<file path="src/rtl/neuron_forward_serial_pkg.sv">
// Shared types and elaboration-time helpers for the serial neuron layer.
// FSM encoding, counter/accumulator sizing and clamp limits live here.
package neuron_forward_serial_pkg;

    typedef enum logic [1:0] {
        ST_IDLE = 2'd0,
        ST_ACC  = 2'd1,
        ST_OUT  = 2'd2
    } state_e;

    function automatic int clog2_f(input int n);
        int r;
        r = 0;
        for (int i = 0; i < 31; i++) begin
            if ((1 << i) < n) begin
                r = i + 1;
            end
        end
        return r;
    endfunction

    // Headroom for the bias plus NP products, each bounded by one WV-bit value.
    function automatic int acc_width_f(input int wv, input int np);
        return wv + clog2_f(np + 1) + 1;
    endfunction

    function automatic int cnt_width_f(input int np);
        return (np > 1) ? clog2_f(np) : 1;
    endfunction

    function automatic int sat_max_f(input int wv);
        return (1 << (wv - 1)) - 1;
    endfunction

    function automatic int sat_min_f(input int wv);
        return -(1 << (wv - 1));
    endfunction

endpackage

</file>
<file path="src/rtl/neuron_forward_serial_mac_lane.sv">
// One child-neuron MAC lane: bias load, scaled-product accumulate, clamp + activation.
// NEURON_LEAKY_RELU_EN selects leaky (v >>> 3) instead of plain ReLU for negative values.
module neuron_mac_lane
    import neuron_forward_serial_pkg::*;
#(
    parameter int WV = 8,
    parameter int AW = 12
) (
    input  logic          iCLK,
    input  logic          iRST,
    input  logic          load_i,
    input  logic          acc_en_i,
    input  logic          capture_i,
    input  logic [WV-1:0] bias_i,
    input  logic [WV-1:0] x_i,
    input  logic [WV-1:0] w_i,
    output logic [WV-1:0] y_o
);

    localparam logic signed [AW-1:0] SAT_MAX = AW'(sat_max_f(WV));
    localparam logic signed [AW-1:0] SAT_MIN = AW'(sat_min_f(WV));

    logic signed [2*WV-1:0] prod;
    logic signed [WV-1:0]   p;
    logic signed [AW-1:0]   acc_q;
    logic signed [AW-1:0]   acc_d;
    logic signed [WV-1:0]   sat_v;
    logic signed [WV-1:0]   act_v;
    logic        [WV-1:0]   y_q;

    assign prod = $signed(x_i) * $signed(w_i);
    // Taking bits [WV-1 +: WV] is an arithmetic shift by the fraction width (floor).
    assign p    = prod[WV-1 +: WV];

    always_comb begin
        acc_d = acc_q;
        if (load_i) begin
            acc_d = {{(AW-WV){bias_i[WV-1]}}, bias_i};
        end else if (acc_en_i) begin
            acc_d = acc_q + {{(AW-WV){p[WV-1]}}, p};
        end
    end

    // Clamp first; activation only ever sees an in-range value.
    always_comb begin
        if (acc_d > SAT_MAX) begin
            sat_v = SAT_MAX[WV-1:0];
        end else if (acc_d < SAT_MIN) begin
            sat_v = SAT_MIN[WV-1:0];
        end else begin
            sat_v = acc_d[WV-1:0];
        end
    end

    always_comb begin
        act_v = sat_v;
        if (sat_v[WV-1]) begin
`ifdef NEURON_LEAKY_RELU_EN
            act_v = sat_v >>> 3;
`else
            act_v = '0;
`endif
        end
    end

    // The capture sees acc_d so the last product is included in the registered output.
    always_ff @(posedge iCLK) begin
        if (iRST) begin
            acc_q <= '0;
            y_q   <= '0;
        end else begin
            acc_q <= acc_d;
            if (capture_i) begin
                y_q <= act_v;
            end
        end
    end

    assign y_o = y_q;

endmodule

</file>
<file path="src/rtl/neuron_forward_serial.sv">
// Serial-input neuron layer: NP inputs consumed one per cycle over NC parallel MAC lanes.
// Optional NEURON_LEAKY_RELU_EN (handled in the lanes) switches ReLU to leaky ReLU.
module neuron_forward_serial
    import neuron_forward_serial_pkg::*;
#(
    parameter int NP = 4,
    parameter int NC = 4,
    parameter int WV = 8
) (
    input  logic                     iCLK,
    input  logic                     iRST,
    input  logic                     iValid_AS_WeightBias,
    output logic                     oReady_AS_WeightBias,
    input  logic [NP*NC*WV+NC*WV-1:0] iData_AS_WeightBias,
    input  logic                     iValid_AS_State0,
    output logic                     oReady_AS_State0,
    input  logic [NP*WV-1:0]         iData_AS_State0,
    output logic                     oValid_BM_State1,
    input  logic                     iReady_BM_State1,
    output logic [NC*WV-1:0]         oData_BM_State1
);

    localparam int AW = acc_width_f(WV, NP);
    localparam int KW = cnt_width_f(NP);
    localparam logic [KW-1:0] K_LAST = KW'(NP - 1);

    state_e            state_q;
    logic [KW-1:0]     k_q;
    logic              rdy_q;
    logic              vld_q;
    logic [NP*WV-1:0]  x_q;
    logic [NP*NC*WV-1:0] w_q;

    logic xfer;
    logic last_acc;
    logic acc_en;

    logic [WV-1:0] x_arr [NP];
    logic [WV-1:0] w_arr [NP][NC];
    logic [WV-1:0] y_arr [NC];

    // Join: both operands must be offered in the same cycle, otherwise nothing moves.
    assign xfer     = (state_q == ST_IDLE) && rdy_q
                      && iValid_AS_WeightBias && iValid_AS_State0;
    assign acc_en   = (state_q == ST_ACC);
    assign last_acc = acc_en && (k_q == K_LAST);

    always_ff @(posedge iCLK) begin
        if (iRST) begin
            state_q <= ST_IDLE;
            k_q     <= '0;
            rdy_q   <= 1'b1;
            vld_q   <= 1'b0;
        end else begin
            case (state_q)
                ST_IDLE: begin
                    if (xfer) begin
                        state_q <= ST_ACC;
                        k_q     <= '0;
                        rdy_q   <= 1'b0;
                    end
                end
                ST_ACC: begin
                    if (last_acc) begin
                        state_q <= ST_OUT;
                        k_q     <= '0;
                        vld_q   <= 1'b1;
                    end else begin
                        k_q <= k_q + 1'b1;
                    end
                end
                ST_OUT: begin
                    // Returning to IDLE rather than re-accepting leaves a deliberate bubble.
                    if (iReady_BM_State1) begin
                        state_q <= ST_IDLE;
                        vld_q   <= 1'b0;
                        rdy_q   <= 1'b1;
                    end
                end
                default: begin
                    state_q <= ST_IDLE;
                    k_q     <= '0;
                    rdy_q   <= 1'b1;
                    vld_q   <= 1'b0;
                end
            endcase
        end
    end

    always_ff @(posedge iCLK) begin
        if (xfer) begin
            x_q <= iData_AS_State0;
            w_q <= iData_AS_WeightBias[NP*NC*WV+NC*WV-1:NC*WV];
        end
    end

    genvar gi, gj;
    generate
        for (gi = 0; gi < NP; gi++) begin : g_x
            assign x_arr[gi] = x_q[gi*WV +: WV];
            for (gj = 0; gj < NC; gj++) begin : g_w
                assign w_arr[gi][gj] = w_q[(gi*NC+gj)*WV +: WV];
            end
        end

        for (gi = 0; gi < NC; gi++) begin : g_lane
            neuron_mac_lane #(
                .WV (WV),
                .AW (AW)
            ) u_lane (
                .iCLK      (iCLK),
                .iRST      (iRST),
                .load_i    (xfer),
                .acc_en_i  (acc_en),
                .capture_i (last_acc),
                .bias_i    (iData_AS_WeightBias[gi*WV +: WV]),
                .x_i       (x_arr[k_q]),
                .w_i       (w_arr[k_q][gi]),
                .y_o       (y_arr[gi])
            );
            assign oData_BM_State1[gi*WV +: WV] = y_arr[gi];
        end
    endgenerate

    assign oReady_AS_WeightBias = rdy_q;
    assign oReady_AS_State0     = rdy_q;
    assign oValid_BM_State1     = vld_q;

endmodule
</file>
<file path="config.mk">
export PLATFORM = sky130hd
export DESIGN_NAME = neuron_forward_serial
export DESIGN_NICKNAME = d
export VERILOG_FILES = /design/src/rtl/neuron_forward_serial_pkg.sv /design/src/rtl/neuron_forward_serial_mac_lane.sv /design/src/rtl/neuron_forward_serial.sv
export SDC_FILE = /design/constraint.sdc
export NUM_CORES = 1
export LEC_CHECK = 0
export BUFFER_PORTS_ARGS = -buffer_cell sky130_fd_sc_hd__buf_2
export CAP_MARGIN = 5
export CORE_MARGIN = 3
export CORE_UTILIZATION = 56
export DETAILED_ROUTE_END_ITERATION = 8
export PLACE_DENSITY = 0.74
export SLEW_MARGIN = 40
export SYNTH_ARGS = -nofsm -noshare
export SYNTH_HDL_FRONTEND = slang
export SYNTH_HIERARCHICAL = 1
export SYNTH_SLANG_ARGS = --single-unit
</file>
<file path="constraint.sdc">
create_clock -name iCLK -period 16.9 [get_ports iCLK]
set_input_delay 3.38 -clock iCLK [delete_from_list [all_inputs] [get_ports iCLK]]
set_output_delay 3.38 -clock iCLK [all_outputs]
set_load 0.1 [all_outputs]
</file>
# ---- Word level (Yosys, flattened, before mapping)
# Index checks and enable logic that the tools add are counted.
dict set report classes {
  n_bitwise 4
  mul 4
  muxes 39
  magnitude_cmp 9
  n_addsub 5
  eq_ne 6
  reduce_logical 9
}
# operator n
set ops {}
lappend ops {{two-way mux 12 bit} 8}
lappend ops {{two-way mux 8 bit} 10}
lappend ops {{binary-select mux 32 bit (select 2 bit)} 1}
lappend ops {{two-way mux 32 bit} 2}
lappend ops {{multiplier 8 x 8 -> 15 bit} 4}
lappend ops {{adder 12 bit} 4}
lappend ops {{> comparator 12 x 8 -> 1 bit, second input constant} 4}
lappend ops {{less-than comparator 12 x 8 -> 1 bit, second input constant} 4}
lappend ops {{two-way mux 7 bit} 4}
lappend ops {{binary-select mux 8 bit (select 2 bit)} 1}
lappend ops {{one-hot mux 2 bit (3 select lines)} 2}
lappend ops {{two-way mux 2 bit} 5}
lappend ops {{AND reduction 3 bit} 3}
lappend ops {{one-hot mux 1 bit (3 select lines)} 2}
lappend ops {{== test 2 bit, second input constant} 2}
lappend ops {{logical AND 1 bit} 4}
lappend ops {{two-way mux 1 bit} 4}
lappend ops {{inequality test 2 x 1 -> 1 bit, second input constant} 2}
lappend ops {{greater-or-equal comparator 3 bit, second input constant} 1}
lappend ops {{NOT 1 bit} 3}
lappend ops {{NOT 2 -> 3 bit} 1}
lappend ops {{adder 2 x 1 -> 2 bit, second input constant} 1}
lappend ops {{== test 2 x 1 -> 1 bit, second input constant} 1}
lappend ops {{logical NOT 2 bit} 1}
lappend ops {{2 further kinds} 2}
dict set report totals {
  output_inout_bits 35
  wordCells 90
  inputBits 197
  regBits 246
}

# ---- Logic depth before layout (Yosys ltp)
# Gate-level depths: netlist (run 1).
dict set report depth {
  depth_word 12
  ltp_mapped 32
}

# ---- Hierarchy
# The synthesis (run 1) kept the hierarchy.
# mod n_inst seq_area_each_um2 cells_per_inst area_each_um2
set modules_own_cells {}
lappend modules_own_cells {neuron_forward_serial 1 4924.7 242 6129.6}
lappend modules_own_cells {{neuron_mac_lane at g_lane[0].u_lane} 1 380.4 440 3713.6}
lappend modules_own_cells {{neuron_mac_lane at g_lane[3].u_lane} 1 380.4 421 3658.5}
lappend modules_own_cells {{neuron_mac_lane at g_lane[1].u_lane} 1 380.4 411 3535.9}
lappend modules_own_cells {{neuron_mac_lane at g_lane[2].u_lane} 1 380.4 412 3533.4}

# ---- Worst setup path after synthesis (run 1)
# No wires, ideal clock.
dict set report synth_timing {
  kind {input-to-reg}
  startpoint {in iValid_AS_State0}
  endpoint {reg g_lane[3].u_lane.y_q[0]}
  required_ns 16.761
  slack_ns 1.579
  setup_time_ns 0.139
  arrival_time_ns 15.182
  stages 10
  path_buffers 0
  cell_sequence {nand4b_1 -> nor2_1 -> clkinv_1 -> nor2_1 -> nor2_1 -> o211ai_1 -> o2111a_1 -> a211oi_1 -> a211oi_2 -> o32ai_1}
}
dict set report synth_via {
  elab_chain_cells 6
  word_cells_on_any_way 7
  classes_between {order compare: 2; mux: 4; reduce/logical: 1}
}
# element line
set synth_rtl {}
lappend synth_rtl {{from (decl)} neuron_forward_serial.sv:15} ;# input logic iValid_AS_State0,
lappend synth_rtl {{logical AND 1 bit (*)} neuron_forward_serial.sv:44} ;# && iValid_AS_WeightBias && iValid_AS_State0;
lappend synth_rtl {{net xfer} neuron_forward_serial.sv:34} ;# logic xfer;
lappend synth_rtl {{two-way mux 12 bit (*)} neuron_forward_serial_mac_lane.sv:37} ;# if (load_i) begin
lappend synth_rtl {{less-than comparator 12 x 8 -> 1 bit} neuron_forward_serial_mac_lane.sv:48} ;# end else if (acc_d < SAT_MIN) begin
lappend synth_rtl {{two-way mux 8 bit} neuron_forward_serial_mac_lane.sv:48}
lappend synth_rtl {{two-way mux 8 bit (*)} neuron_forward_serial_mac_lane.sv:46} ;# if (acc_d > SAT_MAX) begin
lappend synth_rtl {{two-way mux 7 bit (*)} neuron_forward_serial_mac_lane.sv:57} ;# if (sat_v[WV-1]) begin
lappend synth_rtl {{to (signal assigned)} neuron_forward_serial_mac_lane.sv:74} ;# y_q <= act_v;
lappend synth_rtl {{to (decl)} neuron_forward_serial_mac_lane.sv:29} ;# logic [WV-1:0] y_q;
# Mark *: on every way through the listed nets, which the timed path passes. The rest lies on a longest branch.
# A chain may end at the register's enable or synchronous reset.

# ---- Final worst setup path (run 1)
dict set report layout_timing {
  startpoint {reg k_q[0]}
  endpoint {reg g_lane[0].u_lane.y_q[2]}
}
dict set report layout_via {
  elab_chain_cells 12
  word_cells_on_any_way 18
  classes_between {add/sub: 1; mul: 1; order compare: 2; eq/ne: 1; mux: 11; bitwise: 1; reduce/logical: 1}
}
# element line
set layout_rtl {}
lappend layout_rtl {{from (decl)} neuron_forward_serial.sv:28} ;# logic [KW-1:0] k_q;
lappend layout_rtl {{from (signal assigned)} neuron_forward_serial.sv:69} ;# k_q <= k_q + 1'b1;
lappend layout_rtl {{NOT 2 -> 3 bit (implied by the code)} {neuron_forward_serial.sv:117, neuron_forward_serial.sv:118}}
lappend layout_rtl {{binary-select mux 8 bit (select 2 bit) or binary-select mux 32 bit (select 2 bit) (tied branches)} {neuron_forward_serial.sv:117, neuron_forward_serial.sv:118}}
lappend layout_rtl {{two-way mux 8 bit (implied by the code) or two-way mux 32 bit (tied branches) (2 in a row)} -}
lappend layout_rtl {{multiplier 8 x 8 -> 15 bit} neuron_forward_serial_mac_lane.sv:31} ;# assign prod = $signed(x_i) * $signed(w_i);
lappend layout_rtl {{adder 12 bit} neuron_forward_serial_mac_lane.sv:40} ;# acc_d = acc_q + {{(AW-WV){p[WV-1]}}, p};
lappend layout_rtl {{two-way mux 12 bit} neuron_forward_serial_mac_lane.sv:39} ;# end else if (acc_en_i) begin
lappend layout_rtl {{two-way mux 12 bit} neuron_forward_serial_mac_lane.sv:37}
lappend layout_rtl {{less-than comparator 12 x 8 -> 1 bit} neuron_forward_serial_mac_lane.sv:48}
lappend layout_rtl {{two-way mux 8 bit} neuron_forward_serial_mac_lane.sv:48}
lappend layout_rtl {{two-way mux 8 bit} neuron_forward_serial_mac_lane.sv:46}
lappend layout_rtl {{two-way mux 7 bit} neuron_forward_serial_mac_lane.sv:57}
lappend layout_rtl {{to (signal assigned)} neuron_forward_serial_mac_lane.sv:74}
lappend layout_rtl {{to (decl)} neuron_forward_serial_mac_lane.sv:29}
# Parallel ways exist; a longest one is shown, timed or not. The select of a mux whose other input is x is not followed.

==> results.cfg, run 1 <==
[setup_path]
cp-end-kind = register
rr_worst_depth = 25
worstSetupStartpointType = register
required_ns = 17.30
critPathKind = register to register
cp_common_cell = inv_1
cp_max_fo = 32
worstPathArrival_ns = 8.92
cpPeakStageDelay_ns = 0.86
r2r_slack_ns = 8.38
r2r-start = k_q[0]
timing.rr.end = g_lane[0].u_lane/y_o[2]
cp_slowest_cell = mux4_2

[timing]
slew_violations = 0
tightestPinTransition_ns = 0.817
clock_skew_ns = 0.0153
setup_viol = 0
min_period_over_period_pct = 50.4
worst_slew_margin_rel_pct = 45.5
fin_setup_tns_ns = 0
fin_crit_ns = 8.52
fmax_mhz = 117
final_hold_viol_count = 0
rsz0062_at_grt = no

[placed_design]
place_area_mm2 = 0.0221
port_buffers = 227
place_congestion = 0.909
post-dp-hpwl_um = 34600

[finish]
area_growth_syn_to_layout_pct = 11.7
fill_cells = 2864
drive_gt1_share_pct = 16.2
final_area_mm2 = 0.0230
final_nets = 2689

[clocking]
cts.sinks = 242
htreeDepth = 1
cts.path.max_buffers = 3
path_clk_slew_ns = 0.06
clockRootBuffer = clkbuf_16
hold_buffers = 0
tritoncts = yes
cts_buffers = 26
clk_latency_ns = 0.56
post_cts_buffers = 0
cts_resized = 0

[global_routing]
grt_max_degree = 77
grt_pass1_vias = 15000
antenna_found_initial = 6
grt_pass1_wl_um = 73400
grt_overflow = 0
grt_use_total_pct = 23.0

[die]
die-area_mm2 = 0.0391
fp.dieH_um = 198
fp.dieW_um = 198
row_count = 69
ioPinCount = 232
start_util_pct = 57.3
core_mm2 = 0.0359

[status]
status = finished clean

[synth]
netlist_instances = 1926
ys_warn_count = 6
ys_seq_area_share_pct = 31.3
syn_nets = 2476
syn-cell-area_mm2 = 0.0206
avgSynthCellArea_um2 = 10.7
ys_ff_latch = 242
synth_edf_count = 160
async_reset_ff_share_pct = 0
synth_cell_types = 89
synthFlopType = edfxtp_1

[routing]
vias_per_cell = 5.47
vias = 14400
wl_per_cell_um = 16.9
drtIter0Drc = 590
post-route-drc-count = 0
wl_um = 44500
ant_nets = 0
dr.pass1.iters = 5

[hold_path]
hold_depth = 2
min_from = g_lane[1].u_lane/y_o[4]
hold_end = g_lane[1].u_lane/y_o[4]
hp-class = register to register

[run]
drv_cap = 0
==> critical path, delay by kind of cell (launching register included) <==
kind	cells	cell delay, ns
adders and majority gates	6	2.76
muxes	1	0.86
buffers and inverters	6	0.68
and+or+nand+nor	2	0.41
xor gates and xnor gates	1	0.34
AOI/OAI and AO/OA	9	2.68
DFF	1	0.59
==> per-layer routing <==
layer  part of all wire (%)  up-vias  global-route usage [%]  wire length [um]
met4                    2.3        2                    5.79              1000
met3                    4.1       72                    2.98              1830
met2                     50      310                    39.2             22000
met1                     44     7040                    31.4             19600
met5                  0.029        -                       0                13
li1                       -     6945                       -                 -
==> sequential cells by signal, summed over array words and instances, names as in the netlist <==
| register | cells |
|---|---|
| w_q | 128 |
| g_lane.u_lane/acc_q | 48 |
| oReady_AS_State0 | 1 |
| oValid_BM_State1 | 1 |
| x_q | 32 |
| g_lane.u_lane/y_o | 28 |
| state_q | 2 |
| k_q | 2 |
==> cell usage after synthesis (all sizes together) (13+ instances only) <==
library cell | instances | area share, %
nor2b | 46 | 1.4
o21a | 15 | 0.55
buf | 27 | 1.0
xor2 | 17 | 0.72
o21ai | 59 | 1.5
dfxtp | 82 | 8.0
and2 | 161 | 4.9
nand3 | 17 | 0.41
edfxtp | 160 | 23
inv | 299 | 5.5
nor3 | 33 | 0.80
and3 | 16 | 0.49
a211oi | 17 | 0.64
a21oi | 69 | 1.7
or3 | 18 | 0.60
o21bai | 13 | 0.47
fa | 204 | 20
mux4 | 40 | 4.4
nor2 | 104 | 1.9
xnor2 | 58 | 2.5
nand2 | 119 | 2.2
ha | 149 | 9.1
clkbuf | 24 | 0.46
a21o | 19 | 0.70
==> cell families (layout without fill, tap and decap cells) <==
| logic type | after synthesis | after routing | synth area share [%] |
|---|---|---|---|
| AND/OR/NAND/NOR | 562 | 562 | 14.3 |
| XOR/XNOR | 77 | 77 | 3.49 |
| other | 4 | 9 | 0.0730 |
| adder cells (fa/ha/maj) | 353 | 353 | 28.9 |
| buffers and inverters | 352 | 585 | 7.01 |
| flip-flops | 242 | 242 | 31.3 |
| multiplexers | 56 | 56 | 5.24 |
| AO/OA/AOI/OAI | 280 | 280 | 9.63 |
==> how the worst max path moves through the flow <==
stage                     startpoint                       to  slack (ns)  depth (start not counted)
floorplan           iValid_AS_State0  g_lane[3].u_lane/y_o[0]        1.58                         10
global placement              k_q[0]  g_lane[0].u_lane/y_o[4]        8.41                         24
detailed placement            k_q[0]  g_lane[0].u_lane/y_o[6]        8.38                         25
CTS                           k_q[0]  g_lane[0].u_lane/y_o[6]        8.38                         25
global route                  k_q[0]  g_lane[0].u_lane/y_o[2]        7.87                         25
finish                        k_q[0]  g_lane[0].u_lane/y_o[2]        8.38                         25
==> layout by cell type (no fill, tap or decap), types with 17 or more instances in the layout <==
cell	netlist	layout
a21o_1	18	18
a21oi_1	68	68
and2_1	160	160
buf_2	14	227
clkbuf_16	0	26
dfxtp_1	82	80
edfxtp_1	160	160
fa_1	204	204
ha_1	149	149
inv_1	296	296
mux4_2	38	38
nand2_1	119	119
nand3_1	17	17
nor2_1	104	102
nor2b_1	46	45
nor3_1	33	33
o21ai_0	44	44
xnor2_1	56	56
xor2_1	17	17
==> layout make-up <==
cell class	count	area (um2)	area share [%]
antenna	5	12.5	0.0544
clock buffer	40	774	3.37
inverter	300	1130	4.90
clock inverter	8	97.6	0.425
timing repair buffer	237	1250	5.43
multi-input combinational	1332	12700	55.3
sequential	242	6450	28.1
tap	461	577	2.51
==> stage by stage <==
step / utilization, % / std cells / hold WS (ns) / setup WS, ns
global route: 64.0 / 2624 / 0.475 / 7.87
floorplan: - / 1926 / 0.503 / 1.58
finish: 64.0 / 2625 / 0.455 / 8.38
CTS: 64.0 / 2620 / 0.457 / 8.38
global placement: 61.4 / 2570 / 0.442 / 8.41
detailed placement: 61.5 / 2572 / 0.442 / 8.38
Power of run 1 is not shown: default switching activity piles up to over one toggle a cycle in this logic, so the estimate is an artifact.
==> run 2: changes to the inputs <==
--- a/config.mk
+++ b/config.mk
@@ -5,12 +5,13 @@
 export SDC_FILE = /design/constraint.sdc
 export NUM_CORES = 1
 export LEC_CHECK = 0
+export ABC_AREA = 1
 export BUFFER_PORTS_ARGS = -buffer_cell sky130_fd_sc_hd__buf_2
 export CAP_MARGIN = 5
 export CORE_MARGIN = 3
-export CORE_UTILIZATION = 56
+export CORE_UTILIZATION = 55
 export DETAILED_ROUTE_END_ITERATION = 8
-export PLACE_DENSITY = 0.74
+export PLACE_DENSITY = 0.75
 export SLEW_MARGIN = 40
 export SYNTH_ARGS = -nofsm -noshare
 export SYNTH_HDL_FRONTEND = slang
==> constraint.sdc (replaced) <==
create_clock -name iCLK -period 7.5 [get_ports iCLK]
set_input_delay 1.5 -clock iCLK [delete_from_list [all_inputs] [get_ports iCLK]]
set_output_delay 1.5 -clock iCLK [all_outputs]
set_load 0.1 [all_outputs]
==> run 2 against run 1 <==
Effect of this change: global-route usage increased by 3.1 points; critical path depth rose by 15; largest cell class unchanged; utilization increased by 0.074 points; critical path type unchanged; synthesized cell count is 37% higher.
==> results.cfg, run 2 <==
[setup_path]
crit_family = adder cells
crit_buf_inv = 10
required_ns = 7.95
startpoint = k_q[0]
cp-end-kind = register
cp_slowest_cell = fa_1
cp_max_fo = 32
r2r-start = k_q[0]
worstPathArrival_ns = 7.50
critPathKind = register to register
worstSetupStartpointType = register
cpPeakStageDelay_ns = 0.53

[routing]
drtIter0Drc = 1004
post-route-drc-count = 0
vias = 17900
wl_per_cell_um = 15.9
ant_nets = 0
wl_um = 54700
dr.pass1.iters = 5
vias_per_cell = 5.21

[clocking]
cts_buffers = 28
clk_latency_ns = 0.58
clockRootBuffer = clkbuf_16
cts.path.max_buffers = 3
cts.sinks = 242
htreeDepth = 1
tritoncts = yes
path_clk_slew_ns = 0.06

[synth]
async_reset_ff_share_pct = 0
synth_common_cells = 576 x inv_1, 476 x nand2_1, 293 x nor2_1
synthFlopType = edfxtp_1
ys_seq_area_share_pct = 29.8
synth_cell_types = 49
synthTopCellsByArea = edfxtp_1 22%, fa_1 19%, inv_1 10%
synth_compound_area_share_pct = 9.72
synth-simple-area-share_pct = 18.1
muxShareOfSynthArea_pct = 0
avgSynthCellArea_um2 = 8.20
netlist_instances = 2638
synth.top_cell.area_share_pct = 22.2
synth_edf_count = 160
yosys.area.top_type = edfxtp_1
ys_ff_latch = 242
synth_adder_area_share_pct = 27.5
syn_nets = 3188
synth-xor-area-share_pct = 2.23
ys_warn_count = 6
synth_top_family_by_area = adder cells
syn-cell-area_mm2 = 0.0216
yosysMostFrequentCell = inv_1

[global_routing]
grt_max_degree = 89
grt_overflow = 0
antenna_found_initial = 3
grt_pass1_vias = 18500
grt_use_total_pct = 26.0
grt_pass1_wl_um = 88400

[die]
core_mm2 = 0.0387
die-area_mm2 = 0.0417
fp.dieW_um = 204
start_util_pct = 55.8
ioPinCount = 232
fp.dieH_um = 204
row_count = 72

[finish]
fin_cells = 3429
top_register = w_q
largest_reg_flops = 128
area_growth_syn_to_layout_pct = 14.8
final_nets = 3437
final_cell_mix = 574 x inv_1, 476 x nand2_1, 290 x nor2_1
final_common_cell = inv_1
top_regs = w_q: 128 flops, g_lane.u_lane/acc_q: 48 flops, x_q: 32 flops
drive_gt1_share_pct = 16.1
fill_cells = 3249

[hold_path]
min_from = oValid_BM_State1
hp-class = register to register

[timing]
fmax_mhz = 142
setup_viol = 0
fin_crit_ns = 7.05
worst_slew_margin_rel_pct = 46.9
min_period_over_period_pct = 93.9
slew_violations = 0
tightestPinTransition_ns = 0.796
rsz0062_at_grt = yes
final_hold_viol_count = 0
clock_skew_ns = 0.0309
fin_ws_ns = 0.454

[placed_design]
port_buffers = 227
dp.cells = 3359
post-dp-hpwl_um = 42100
place_congestion = 0.893
place_ws_ns = 0.0987

[run]
drv_cap = 0

[status]
status = finished clean
run 2: changes by cell type after synthesis, sizes merged, moves of 40 or more:
cell   previous run  this run
and2            161         0
o22ai             0        40
nand3            17        89
nand2           119       504
o21ai            59       189
inv             299       583
nor2b            46         0
mux4             40         0
nor2            104       296
run 2: layout make-up:
class / instances / area, um2 / share of cell area, %
antenna: 3 / 7.51 / 0.0302
clock buffer: 29 / 704 / 2.84
clock inverter: 22 / 201 / 0.812
inverter: 589 / 2230 / 8.99
multi-input combinational: 1720 / 12700 / 51.3
sequential: 242 / 6450 / 26.0
tap: 518 / 648 / 2.61
timing repair buffer: 305 / 1830 / 7.35
timing repair inverter: 1 / 8.76 / 0.0353
run 2: timing repair:
action	4_1_cts	5_1_grt
setup buffers	0	13
hold buffers	0	0
endpoints found under the setup margin	0	34
resized for setup	0	51
run 2: worst min-delay path, stage by stage, from the launching register on:
cell	delay (ns)
dfxtp_1	0.32
nand2_1	0.09
a21oi_2	0.05
run 2: through the flow:
stage               setup TNS, ns  util (%)  area, um2  hold slack [ns]
floorplan                       0         -      21600            0.573
global placement                0      60.7      23500            0.462
detailed placement              0      60.7      23500            0.478
CTS                             0      63.1      24400            0.490
global route              -0.0270      64.1      24800            0.507
finish                          0      64.1      24800            0.496
run 2: logic make-up after synthesis:
kind of cell,after synthesis
AND/OR/NAND/NOR,928
buffers and inverters,677
AO/OA/AOI/OAI,379
adder cells (fa/ha/maj),353
flip-flops,242
XOR/XNOR,55
other,4
run 2: worst paths after layout:
| check | cells past startpoint | end | slack, ns |
|---|---|---|---|
| max | 40 | g_lane[0].u_lane/y_o[3] | 0.45 |
| min | 2 | oValid_BM_State1 | 0.50 |
| max reg2reg | 40 | g_lane[0].u_lane/y_o[3] | 0.45 |
| min reg2reg | 2 | oValid_BM_State1 | 0.50 |
run 2: routing by layer:
layer  wire, um  vias up  track usage, %  share of wire [%]
li1           -     8689               -                  -
met1      22300     8535            32.0                 41
met2      27600      528            46.8                 50
met3       2870      111            3.34                5.3
met4       1880        0            9.81                3.4
met5          0        -               0                  0
Power of run 2 is left out for the same reason.
==> run 3: changes to the inputs <==
--- a/config.mk
+++ b/config.mk
@@ -9,9 +9,10 @@
 export BUFFER_PORTS_ARGS = -buffer_cell sky130_fd_sc_hd__buf_2
 export CAP_MARGIN = 5
 export CORE_MARGIN = 3
-export CORE_UTILIZATION = 55
+export CORE_UTILIZATION = 56
+export CTS_BUF_LIST = sky130_fd_sc_hd__clkbuf_4 sky130_fd_sc_hd__clkbuf_8
 export DETAILED_ROUTE_END_ITERATION = 8
-export PLACE_DENSITY = 0.75
+export PLACE_DENSITY = 0.74
 export SLEW_MARGIN = 40
 export SYNTH_ARGS = -nofsm -noshare
 export SYNTH_HDL_FRONTEND = slang
==> constraint.sdc (replaced) <==
create_clock -name iCLK -period 7.41 [get_ports iCLK]
set_input_delay 1.482 -clock iCLK [delete_from_list [all_inputs] [get_ports iCLK]]
set_output_delay 1.482 -clock iCLK [all_outputs]
set_load 0.1 [all_outputs]
==> run 3 against run 2 <==
Effect of this change: final cell count increased by 1.0%; register-to-register slack got worse by 0.10 ns; critical path depth decreased by 5; first-iteration DRC count increased by 16%; fmax decreased by 0.19%; highest routed layer unchanged; worst setup slack got worse by 0.10 ns; die area decreased by 1.7%; utilization increased by 2.3 points.
==> results.cfg, run 3 (synthesis results as in run 2) <==
[hold_path]
hp-class = register to register
min_from = oValid_BM_State1
hold_depth = 2
hold_end = oValid_BM_State1

[setup_path]
timing.rr.end = g_lane[3].u_lane/y_o[6]
r2r_slack_ns = 0.35
rr_worst_depth = 35
worstSetupStartpointType = register
r2r-start = k_q[0]
cp-end-kind = register
cp_slowest_cell = fa_1
required_ns = 7.90
cp_max_fo = 14
cp_common_cell = nor2_1
cpPeakStageDelay_ns = 0.54
worstPathArrival_ns = 7.55
critPathKind = register to register

[clocking]
cts.sinks = 242
cts_buffers = 41
cts.path.max_buffers = 3
htreeDepth = 2
clockRootBuffer = clkbuf_8
clk_latency_ns = 0.62
hold_buffers = 0
path_clk_slew_ns = 0.07
tritoncts = yes

[timing]
min_period_over_period_pct = 95.3
tightestPinTransition_ns = 0.777
worst_slew_margin_rel_pct = 48.2
setup_viol = 0
clock_skew_ns = 0.0587
final_hold_viol_count = 0
rsz0062_at_grt = yes
fin_crit_ns = 7.06
fmax_mhz = 142
fin_ws_ns = 0.351
slew_violations = 0

[run]
drv_cap = 0

[finish]
top_regs = w_q: 128 flops, g_lane.u_lane/acc_q: 48 flops, x_q: 32 flops
final_cell_mix = 573 x inv_1, 476 x nand2_1, 285 x nor2_1
fill_cells = 3115
top_register = w_q
fin_cells = 3465
drive_gt1_share_pct = 18.0
final_nets = 3470
final_common_cell = inv_1
multi_input_area_mm2 = 0.0128
largest_reg_flops = 128
utilization_pct = 66.3
seqCellArea_mm2 = 0.00645
area_growth_syn_to_layout_pct = 16.1

[status]
status = finished clean

[routing]
vias = 18000
post-route-drc-count = 0
vias_per_cell = 5.20
wl_per_cell_um = 16.1
wl_um = 55700
ant_nets = 0
dr.pass1.iters = 5
drtIter0Drc = 1165

[die]
die-area_mm2 = 0.0410
fp.dieW_um = 203
start_util_pct = 57.2
ioPinCount = 232
fp.dieH_um = 203
row_count = 71
core_mm2 = 0.0378

[global_routing]
grt_pass1_vias = 18700
grt_overflow = 0
grt_max_degree = 110
antenna_found_initial = 2
grt_pass1_wl_um = 89000
grt_use_total_pct = 26.7

[placed_design]
port_buffers = 227
place_ws_ns = 0.159
dp.cells = 3358
place_congestion = 0.931
post-dp-hpwl_um = 42000
-- run 3: worst max-delay path, delay by kind of cell (launching register included) --
kind            cells  cell delay (ns)
xor+xnor            2             0.32
simple gates       12             1.21
fa+ha+maj           6             2.61
compound gates      8             1.64
buf+inv             7             0.81
flops               1             0.38
-- run 3: what timing repair did --
action                                 in CTS  in global routing
resized for setup                           0                 80
setup endpoints to repair                   0                 34
setup buffers                               0                 25
endpoints found under the hold margin       0                  0
-- run 3: layout make-up --
class | count | area share (%)
clock buffers | 61 | 2.87
well taps | 511 | 2.55
clock inverters | 14 | 0.558
flip-flops and latches | 242 | 25.7
repair buffers | 325 | 8.23
repair inverters | 2 | 0.0797
inverters | 589 | 8.91
multi-input cells | 1719 | 51.1
diodes | 2 | 0.0199
-- run 3: worst max-delay path by stage --
stage	startpoint	endpoint	slack, ns
after detailed placement	k_q[0]	g_lane[0].u_lane/y_o[0]	0.16
after global routing	k_q[0]	g_lane[1].u_lane/y_o[1]	-0.14
after CTS	k_q[0]	g_lane[0].u_lane/y_o[0]	0.16
final	k_q[0]	g_lane[3].u_lane/y_o[6]	0.35
after global placement	k_q[0]	g_lane[0].u_lane/y_o[0]	0.38
after floorplan	k_q[0]	g_lane[0].u_lane/y_o[0]	0.19
-- run 3: metal layers --
layer	wire, um	vias to the layer above	global-route usage, %	part of all wire (%)
li1	-	8759	-	-
met1	22400	8534	33.4	40
met2	27700	613	46.9	50
met3	3740	117	3.64	6.7
met4	1870	0	10.6	3.4
met5	0	-	0	0
-- run 3: metrics by stage --
step	area, um2	hold WS (ns)	TNS, ns
global placement	23500	0.464	0
detailed placement	23500	0.470	0
CTS	24400	0.479	0
global route	25100	0.509	-1.85
floorplan	21600	0.573	0
finish	25100	0.478	0
Power of run 3 is left out for the same reason.
